`src/rtl/ysyx_23060332_ctrl.sv`:
```
// Multi-cycle sequencer for the NPC core: steps each instruction through fetch,
// decode, execute, memory and write-back, gating every datapath strobe.
module ysyx_23060332_ctrl #(
    parameter int unsigned TIMEOUT = 255
) (
    input  logic        clk,
    input  logic        rst,
    output logic        ifu_req_valid,
    input  logic        ifu_req_ready,
    input  logic        ifu_rsp_valid,
    input  logic [31:0] ifu_rsp_inst,
    output logic [31:0] inst_o,
    input  logic        dec_is_load,
    input  logic        dec_is_store,
    input  logic        dec_is_ebreak,
    input  logic        dec_is_illegal,
    input  logic        dec_reg_wen,
    output logic        lsu_req_valid,
    input  logic        lsu_req_ready,
    input  logic        lsu_rsp_valid,
    output logic        reg_wen_o,
    output logic        pc_wen,
    output logic        halt,
    output logic [1:0]  halt_code,
    output logic [63:0] cycle_cnt,
    output logic [63:0] instret_cnt
);

    typedef enum logic [2:0] {
        S_FETCH_REQ  = 3'd0,
        S_FETCH_WAIT = 3'd1,
        S_DECODE     = 3'd2,
        S_EXEC       = 3'd3,
        S_MEM_REQ    = 3'd4,
        S_MEM_WAIT   = 3'd5,
        S_WB         = 3'd6,
        S_HALT       = 3'd7
    } state_e;

    localparam logic [1:0] HC_EBREAK  = 2'd1;
    localparam logic [1:0] HC_ILLEGAL = 2'd2;
    localparam logic [1:0] HC_TIMEOUT = 2'd3;

    // The watchdog holds the number of completed cycles in the current wait
    // state, so the last permitted waiting cycle is the one where it reads TIMEOUT-1.
    localparam logic [7:0] WD_LAST = 8'(TIMEOUT - 1);

    state_e      state_q, state_d;
    logic [31:0] inst_q, inst_d;
    logic [1:0]  code_q, code_d;
    logic [7:0]  wd_q, wd_d;
    logic [63:0] cycle_q, cycle_d;
    logic [63:0] instret_q, instret_d;
    logic        wd_expired;
    logic        in_wait;

    assign wd_expired = (wd_q == WD_LAST);
    assign in_wait    = (state_q == S_FETCH_REQ) || (state_q == S_FETCH_WAIT) ||
                        (state_q == S_MEM_REQ)   || (state_q == S_MEM_WAIT);

    // Handshakes: a request transfers on a rising edge where valid and ready are
    // both high; valid is a pure function of state so it never drops before
    // acceptance, and a response is only looked at in the state after the request.
    always_comb begin
        state_d   = state_q;
        inst_d    = inst_q;
        code_d    = code_q;
        wd_d      = wd_q;
        cycle_d   = cycle_q;
        instret_d = instret_q;

        if (state_q != S_HALT) begin
            cycle_d = cycle_q + 64'd1;
        end

        case (state_q)
            S_FETCH_REQ: begin
                if (ifu_req_ready) begin
                    state_d = S_FETCH_WAIT;
                end else if (wd_expired) begin
                    state_d = S_HALT;
                    code_d  = HC_TIMEOUT;
                end
            end
            S_FETCH_WAIT: begin
                if (ifu_rsp_valid) begin
                    state_d = S_DECODE;
                    inst_d  = ifu_rsp_inst;
                end else if (wd_expired) begin
                    state_d = S_HALT;
                    code_d  = HC_TIMEOUT;
                end
            end
            S_DECODE: begin
                if (dec_is_ebreak) begin
                    state_d = S_HALT;
                    code_d  = HC_EBREAK;
                end else if (dec_is_illegal) begin
                    state_d = S_HALT;
                    code_d  = HC_ILLEGAL;
                end else begin
                    state_d = S_EXEC;
                end
            end
            S_EXEC: begin
                state_d = (dec_is_load || dec_is_store) ? S_MEM_REQ : S_WB;
            end
            S_MEM_REQ: begin
                if (lsu_req_ready) begin
                    state_d = S_MEM_WAIT;
                end else if (wd_expired) begin
                    state_d = S_HALT;
                    code_d  = HC_TIMEOUT;
                end
            end
            S_MEM_WAIT: begin
                if (lsu_rsp_valid) begin
                    state_d = S_WB;
                end else if (wd_expired) begin
                    state_d = S_HALT;
                    code_d  = HC_TIMEOUT;
                end
            end
            S_WB: begin
                state_d   = S_FETCH_REQ;
                instret_d = instret_q + 64'd1;
            end
            S_HALT: begin
                state_d = S_HALT;
            end
            default: begin
                state_d = S_HALT;
            end
        endcase

        if (state_d != state_q) begin
            wd_d = 8'd0;
        end else if (in_wait) begin
            wd_d = wd_q + 8'd1;
        end
    end

    always_ff @(posedge clk or negedge rst) begin
        if (!rst) begin
            state_q   <= S_FETCH_REQ;
            inst_q    <= 32'd0;
            code_q    <= 2'd0;
            wd_q      <= 8'd0;
            cycle_q   <= 64'd0;
            instret_q <= 64'd0;
        end else begin
            state_q   <= state_d;
            inst_q    <= inst_d;
            code_q    <= code_d;
            wd_q      <= wd_d;
            cycle_q   <= cycle_d;
            instret_q <= instret_d;
        end
    end

    // The reset state is FETCH_REQ, so the fetch request is masked by rst itself
    // to keep every strobe low while reset is held.
    assign ifu_req_valid = rst && (state_q == S_FETCH_REQ);
    assign lsu_req_valid = (state_q == S_MEM_REQ);
    assign pc_wen        = (state_q == S_WB);
    assign reg_wen_o     = (state_q == S_WB) && dec_reg_wen;
    assign halt          = (state_q == S_HALT);
    assign halt_code     = code_q;
    assign inst_o        = inst_q;
    assign cycle_cnt     = cycle_q;
    assign instret_cnt   = instret_q;

endmodule
```
`config.mk`:
```
export PLATFORM = sky130hd
export DESIGN_NAME = ysyx_23060332_ctrl
export DESIGN_NICKNAME = d
export VERILOG_FILES = /design/src/rtl/ysyx_23060332_ctrl.sv
export SDC_FILE = /design/constraint.sdc
export NUM_CORES = 1
export LEC_CHECK = 0
export BUFFER_PORTS_ARGS = -buffer_cell sky130_fd_sc_hd__buf_2
export CORE_UTILIZATION = 45
export DETAILED_ROUTE_END_ITERATION = 8
export GPL_TIMING_DRIVEN = 0
export PLACE_DENSITY = 0.69
export SETUP_SLACK_MARGIN = 0.3
export SYNTH_ARGS = -nofsm -noshare
export SYNTH_HDL_FRONTEND = slang
export SYNTH_SLANG_ARGS = --single-unit
```
`constraint.sdc`:
```
create_clock -name clk -period 1.95 [get_ports clk]
set_input_delay 0 -clock clk [delete_from_list [all_inputs] [get_ports clk]]
set_output_delay 0 -clock clk [all_outputs]
set_load 0.02 [all_outputs]
```
==> Word-level counts from Yosys, hierarchy flattened <==
Index checks and enable logic that the tools add are counted.
{ "word_totals": {"input_bits": 43, "out_inout_bits": 167, "ff_bits": 173} }
{ "classes": {"reduce_logical": 11, "n_addsub": 3, "eq_ne": 15, "n_mux": 19} }
{ "ops": {"columns": ["cell", "count"], "rows": [
  ["adder 64 x 1 -> 64 bit (second input constant)", 2],
  ["case mux 3 bit (8 select lines)", 1],
  ["two-way mux 3 bit", 7],
  ["two-way mux 2 bit", 8],
  ["two-way mux 8 bit", 2],
  ["equality test 3 bit (second input constant)", 4],
  ["case mux 2 bit (5 select lines)", 1],
  ["adder 8 x 1 -> 8 bit (second input constant)", 1],
  ["equality test 8 bit (second input constant)", 1],
  ["!= test 2 bit (second input constant)", 4],
  ["equality test 3 x 2 -> 1 bit (second input constant)", 2],
  ["!= test 3 bit (second input constant)", 2],
  ["AND reduction 6 bit", 1],
  ["nonzero test 5 bit", 1],
  ["logical OR 1 bit", 4],
  ["equality test 3 x 1 -> 1 bit (second input constant)", 1],
  ["zero test 3 bit", 1],
  ["!= test 3 bit", 1],
  ["logical AND 1 bit", 2],
  ["AND reduction 2 bit", 1],
  ["nonzero test 2 bit", 1]
]} }

==> Logic depth before layout (Yosys ltp) <==
{ "logic_depth": {"ltp_word": 6, "depth_mapped": 7, "depth_no_buf": 7} }

==> Worst setup path before layout <==
No wires, ideal clock.
{ "synth_path": {"path_type": "reg-to-reg", "startpoint": "register instret_q[0], in the netlist instret_cnt[0]", "endpoint": "register instret_q[60], in the netlist instret_cnt[60]", "arrival_ns": 1.932, "stages_incl_launch_ff": 7, "slack_ns": -0.062, "path_buffers": 0, "setup_ns": 0.080, "synth_period_minus_slack_ns": 2.012, "path_cell_list": "dfrtp_1 ha_1 nand2_1 nor4_2 nand4b_4 nor4_2 xor2_1"} }
{ "synth_via": {"elab_chain_len": 1} }
{ "synth_rtl": {"columns": ["element", "line_no", "rtl"], "rows": [
  ["from (decl)", "53", "logic [63:0] instret_q, instret_d;"],
  ["from (signal assigned)", "157", "instret_q <= instret_d;"],
  ["adder 64 x 1 -> 64 bit", "126", "instret_d = instret_q + 64'd1;"]
]} }
Every way passes these cells.
A chain may end at the register's enable or synchronous reset.

==> Worst setup path in the final report <==
{ "layout_path": {"startpoint": "register cycle_q[1], in the netlist cycle_cnt[1]", "endpoint": "register cycle_q[38], in the netlist cycle_cnt[38]"} }
{ "layout_via": {"elab_chain_len": 1} }
{ "layout_rtl": {"columns": ["element", "line_no", "rtl"], "rows": [
  ["from (decl)", "52", "logic [63:0] cycle_q, cycle_d;"],
  ["from (signal assigned)", "156", "cycle_q <= cycle_d;"],
  ["adder 64 x 1 -> 64 bit", "73", "cycle_d = cycle_q + 64'd1;"]
]} }
Every way passes these cells.

==> implementation parameters <==
Parameter                              Value

Outcome
  Result of the run ... finished, violations left
  Violated checks ... hold timing, setup timing

Clock tree
  H-tree depth reported by CTS ... 4
  Worst-path clk slew ... 0.07 ns
  Buffer levels on the longest clock path ... 2
  CTS Hold Bufs ... 36
  TritonCTS sink count ... 173
  TritonCTS clock tree ... done
  CTS root buf ... clkbuf_16
  Num CTS Buffers ... 17
  Clock insertion delay at the later pin of the skew report ... between 0.4 and 0.5 ns

Routing
  Metal3 WL ... approximately 1.4 mm
  Initial detailed-routing violation count ... approximately 380
  Average detailed-routed wire length per instance ... about 19 um
  Residual DRC count ... 0
  Top sig layer ... met4
  DR vias/cell ... ~5.4
  Total met2 wirelength after detailed routing ... ~14 mm
  TritonRoute pass-1 iters ... 5
  Total Wirelength ... around 27 mm
  Routed metal-1 wire length ... between 10 and 15 mm
  Via count ... 7555
  Count of nets left with antenna violations after detail routing ... 0

STA
  Total Negative Setup Slacks ... -0.0176 ns
  Min cycle time layout ... 1.97 ns
  Worst Clk Skew ... roughly 0.013 ns
  Period utilization ... 101%
  Slew Viols, Final ... 0
  Pin slew with the least headroom to its limit ... 0.815 ns
  Setup repair after global routing missed its margin ... yes
  Max Freq ... 0.508 GHz
  Number of setup violations in the final report ... 1
  Fin Hold WS ... -0.439 ns
  Count of endpoints failing hold in the final timing report ... 100
  Final Worst Setup Slack ... -0.0176 ns
  Worst slew margin ... between 40% and 50%

Synth
  Top post-synthesis cells by area ... dfrtp_1 (54%), xor2_1 (7.9%), xnor2_1 (6.5%)
  Yosys cell types ... about 50
  Average instance area after synthesis ... 11.1 um2
  Commonest register cell after synthesis ... dfrtp_1
  Synthesized instance count ... about 730
  Synth warnings ... 0
  Post-Syn Nets ... a little under 800
  Cell accounting for the most synthesized area ... dfrtp_1
  Share of Yosys cell area claimed by the top area cell type ... 53.7%
  Yosys reg bits ... approximately 170
  Share of synthesized area occupied by flip-flops and latches ... a little over half
  Fraction of synthesis flops using an asynchronous set or reset pin ... between 90% and 100%
  Count of flip-flops with a built-in enable after synthesis ... 0
  Combined area of all synthesized cells ... between 8000 and 9000 um2

Critical path
  Logic depth of the worst register-to-register path ... 9
  R2R Setup Slk ... -0.02 ns
  Slowest CP cell ... dfrtp_1
  Maximum fanout encountered on the critical timing path ... 5
  Reg2reg start ... cycle_cnt[1]
  Critical path's most frequent cell ... buf_12
  Critical path class ... reg2reg
  CP cell instances ... ha_4 > nand4_1 > nor3_2 > nand4_4 > buf_12 > buf_12 > buf_4 > nor2_4 > xor2_1
  WP data arrival ... around 2.3 ns
  Type of destination of the critical path ... register
  Sort of element at the start of the critical path ... register
  Critical R2R Capture ... cycle_cnt[38]
  Delay contributed by the slowest stage of the critical path ... 0.41 ns
  Required @ worst endpoint ... approximately 2.3 ns

Floorplanning
  Top-level I/O count ... 210
  Height of the die ... between 100 and 150 um
  Initial cell density of the core ... approximately 46%
  Die X-Extent ... approximately 140 um
  Standard cell core area ... about 17000 um2
  FP Rows ... between 40 and 50
  Die ar. ... approximately 18000 um2

Final layout
  Count of filler cells inserted in the layout ... about 1100
  Area used by multi-input combinational logic ... 4880 um2
  Share of the core filled with cells ... 76.7%
  Share of post-route cells with drive strength above 1 ... a little under three fifths
  Final net count ... roughly 1200
  Number of inserted diodes ... 0
  FF+latch area ... ~4400 um2
  Synth-to-Final Area Change ... 65.7%

Power and ir drop
  Max IR drop VDD ... 0.982 mV
  Net switching fraction of the power ... between 30% and 40%
  Power density over the cells ... 970 nW/um2
  Relative contribution of the clock network to total power ... between 20 and 30%
  Internal Dissipation ... around 8.5 mW
  Leakage power ... between 7 and 8 nW
  Combinational power share ... around 37%
  Psw ... around 4.4 mW
  Sequential share of power ... a little over a third

Job
  Max-cap violation count ... 0

GRT
  Pin count of the biggest net entering global routing ... approximately 100
  GRT Residual Overflow ... 0
  First-pass GRT wire length ... 36.4 mm
  Antenna violations before repair ... 0
  Via count of the first global-routing pass ... around 7000
  Global Route Usage Sum ... between 20 and 30%

Placed design
  Count of buffers from port buffering ... 209
  Last weighted congestion value of the routability-driven placer ... between 0.8 and 0.9
  HPWL after detailed placement ... between 10 and 15 mm

Min path
  Min-delay worst type ... in2async
[cell families after synthesis]
logic type                 Yosys count  share of synthesized area, %
DFF                                173                          53.7
and+or+nand+nor                    326                          22.6
xor gates and xnor gates           133                          14.4
adders and majority gates            4                         0.621
AOI/OAI and AO/OA                   18                          1.64
buffers and inverters               39                          2.13
muxes                               35                          4.87
[placed cells by master, fill, tap and decap left out, types with 4 or more instances in the layout]
cell type / instances
and3_1: 7
and4_1: 4
buf_12: 10
buf_2: 207
buf_4: 109
buf_6: 38
buf_8: 7
clkbuf_16: 21
clkinv_4: 4
dfrtp_1: 130
dfrtp_2: 43
dlygate4sd3_1: 36
inv_1: 24
mux2_4: 31
nand2_1: 56
nand2_2: 4
nand2_4: 4
nand3_1: 28
nand3_2: 10
nand3_4: 6
nand4_1: 40
nand4_4: 5
nor2_1: 35
nor2_2: 12
nor2_4: 25
nor3_2: 7
nor3_4: 29
nor4_4: 19
xnor2_1: 53
xnor2_2: 6
xor2_1: 71
[critical path, delay by kind of cell, from the launching register on]
family        cells  cell delay (ns)
buf+inv           3             0.44
xor+xnor          1             0.14
fa+ha+maj         1             0.15
simple gates      4             0.73
flops             1             0.41
[cells in the mapped netlist, types with 3 or more instances]
cell type  instances
nand4_4            3
nor3_1            36
nand2b_1           6
xnor2_1           60
buf_6              3
nor4_1            12
inv_1             25
nand4_1           40
dfrtp_1          173
nor2_1            72
and4_1             6
nor3_2             3
nand2_1           64
and3_1             7
o211ai_1           3
nand3_1           42
xor2_1            73
or2_2              5
clkbuf_1           6
and2_1             3
nor4_2            10
mux2_2            34
a21oi_1            3
ha_1               4
[flip-flops by register name (all words and copies together) (netlist names)]
register     cells
state_q          3
halt_code        2
instret_cnt     64
wd_q             8
cycle_cnt       64
inst_o          32
[timing repair]
item,4_1_cts,5_1_grt
endpoints found under the hold margin,136,100
pin swaps,81,80
resized for setup,145,169
setup endpoints to repair,152,150
setup buffers,88,60
cloned,3,5
[metrics by stage]
step           power, mW  area [um2]  setup WS [ns]  instances
6_report            13.0       13400        -0.0176       1387
5_1_grt             13.4       13400        -0.0848       1387
4_1_cts             11.6       12100         0.0759       1322
3_5_place_dp        7.42        9670         -0.368       1163
3_3_place_gp        7.36        9630          -2.28       1162
2_1_floorplan       6.41        8310         0.0886        728
[layout make-up]
type	count	area share, %
multi-input combinational	517	36.5
sequential	173	32.8
timing repair buffer	401	21.9
clock buffer	20	3.34
tap	225	2.11
buffer	13	1.31
clock inverter	12	1.22
inverter	26	0.786
[worst max path at each step]
stage	startpoint	endpoint	slack, ns
floorplan	cycle_cnt[5]	cycle_cnt[63]	0.09
global placement	rst	instret_cnt[16]	-2.28
detailed placement	state_q[0]	instret_cnt[39]	-0.37
CTS	state_q[0]	cycle_cnt[63]	0.08
global route	cycle_cnt[21]	cycle_cnt[58]	-0.08
finish	cycle_cnt[1]	cycle_cnt[38]	-0.02
[power groups by stage]
stage / clock, mW / sequential, mW / combinational [mW]
detailed placement: 0 / 4.61 / 2.81
finish: 3.60 / 4.58 / 4.79
global route: 3.77 / 4.63 / 5.05
CTS: 3.61 / 4.50 / 3.53
floorplan: 0 / 5.15 / 1.26
global placement: 0 / 4.59 / 2.77
[routing by layer]
metal	track usage [%]	vias up
met2	42.7	298
li1	-	3367
met3	5.37	78
met5	0	-
met4	8.83	0
met1	31.6	3812
Power figures use the tool's default switching activity.
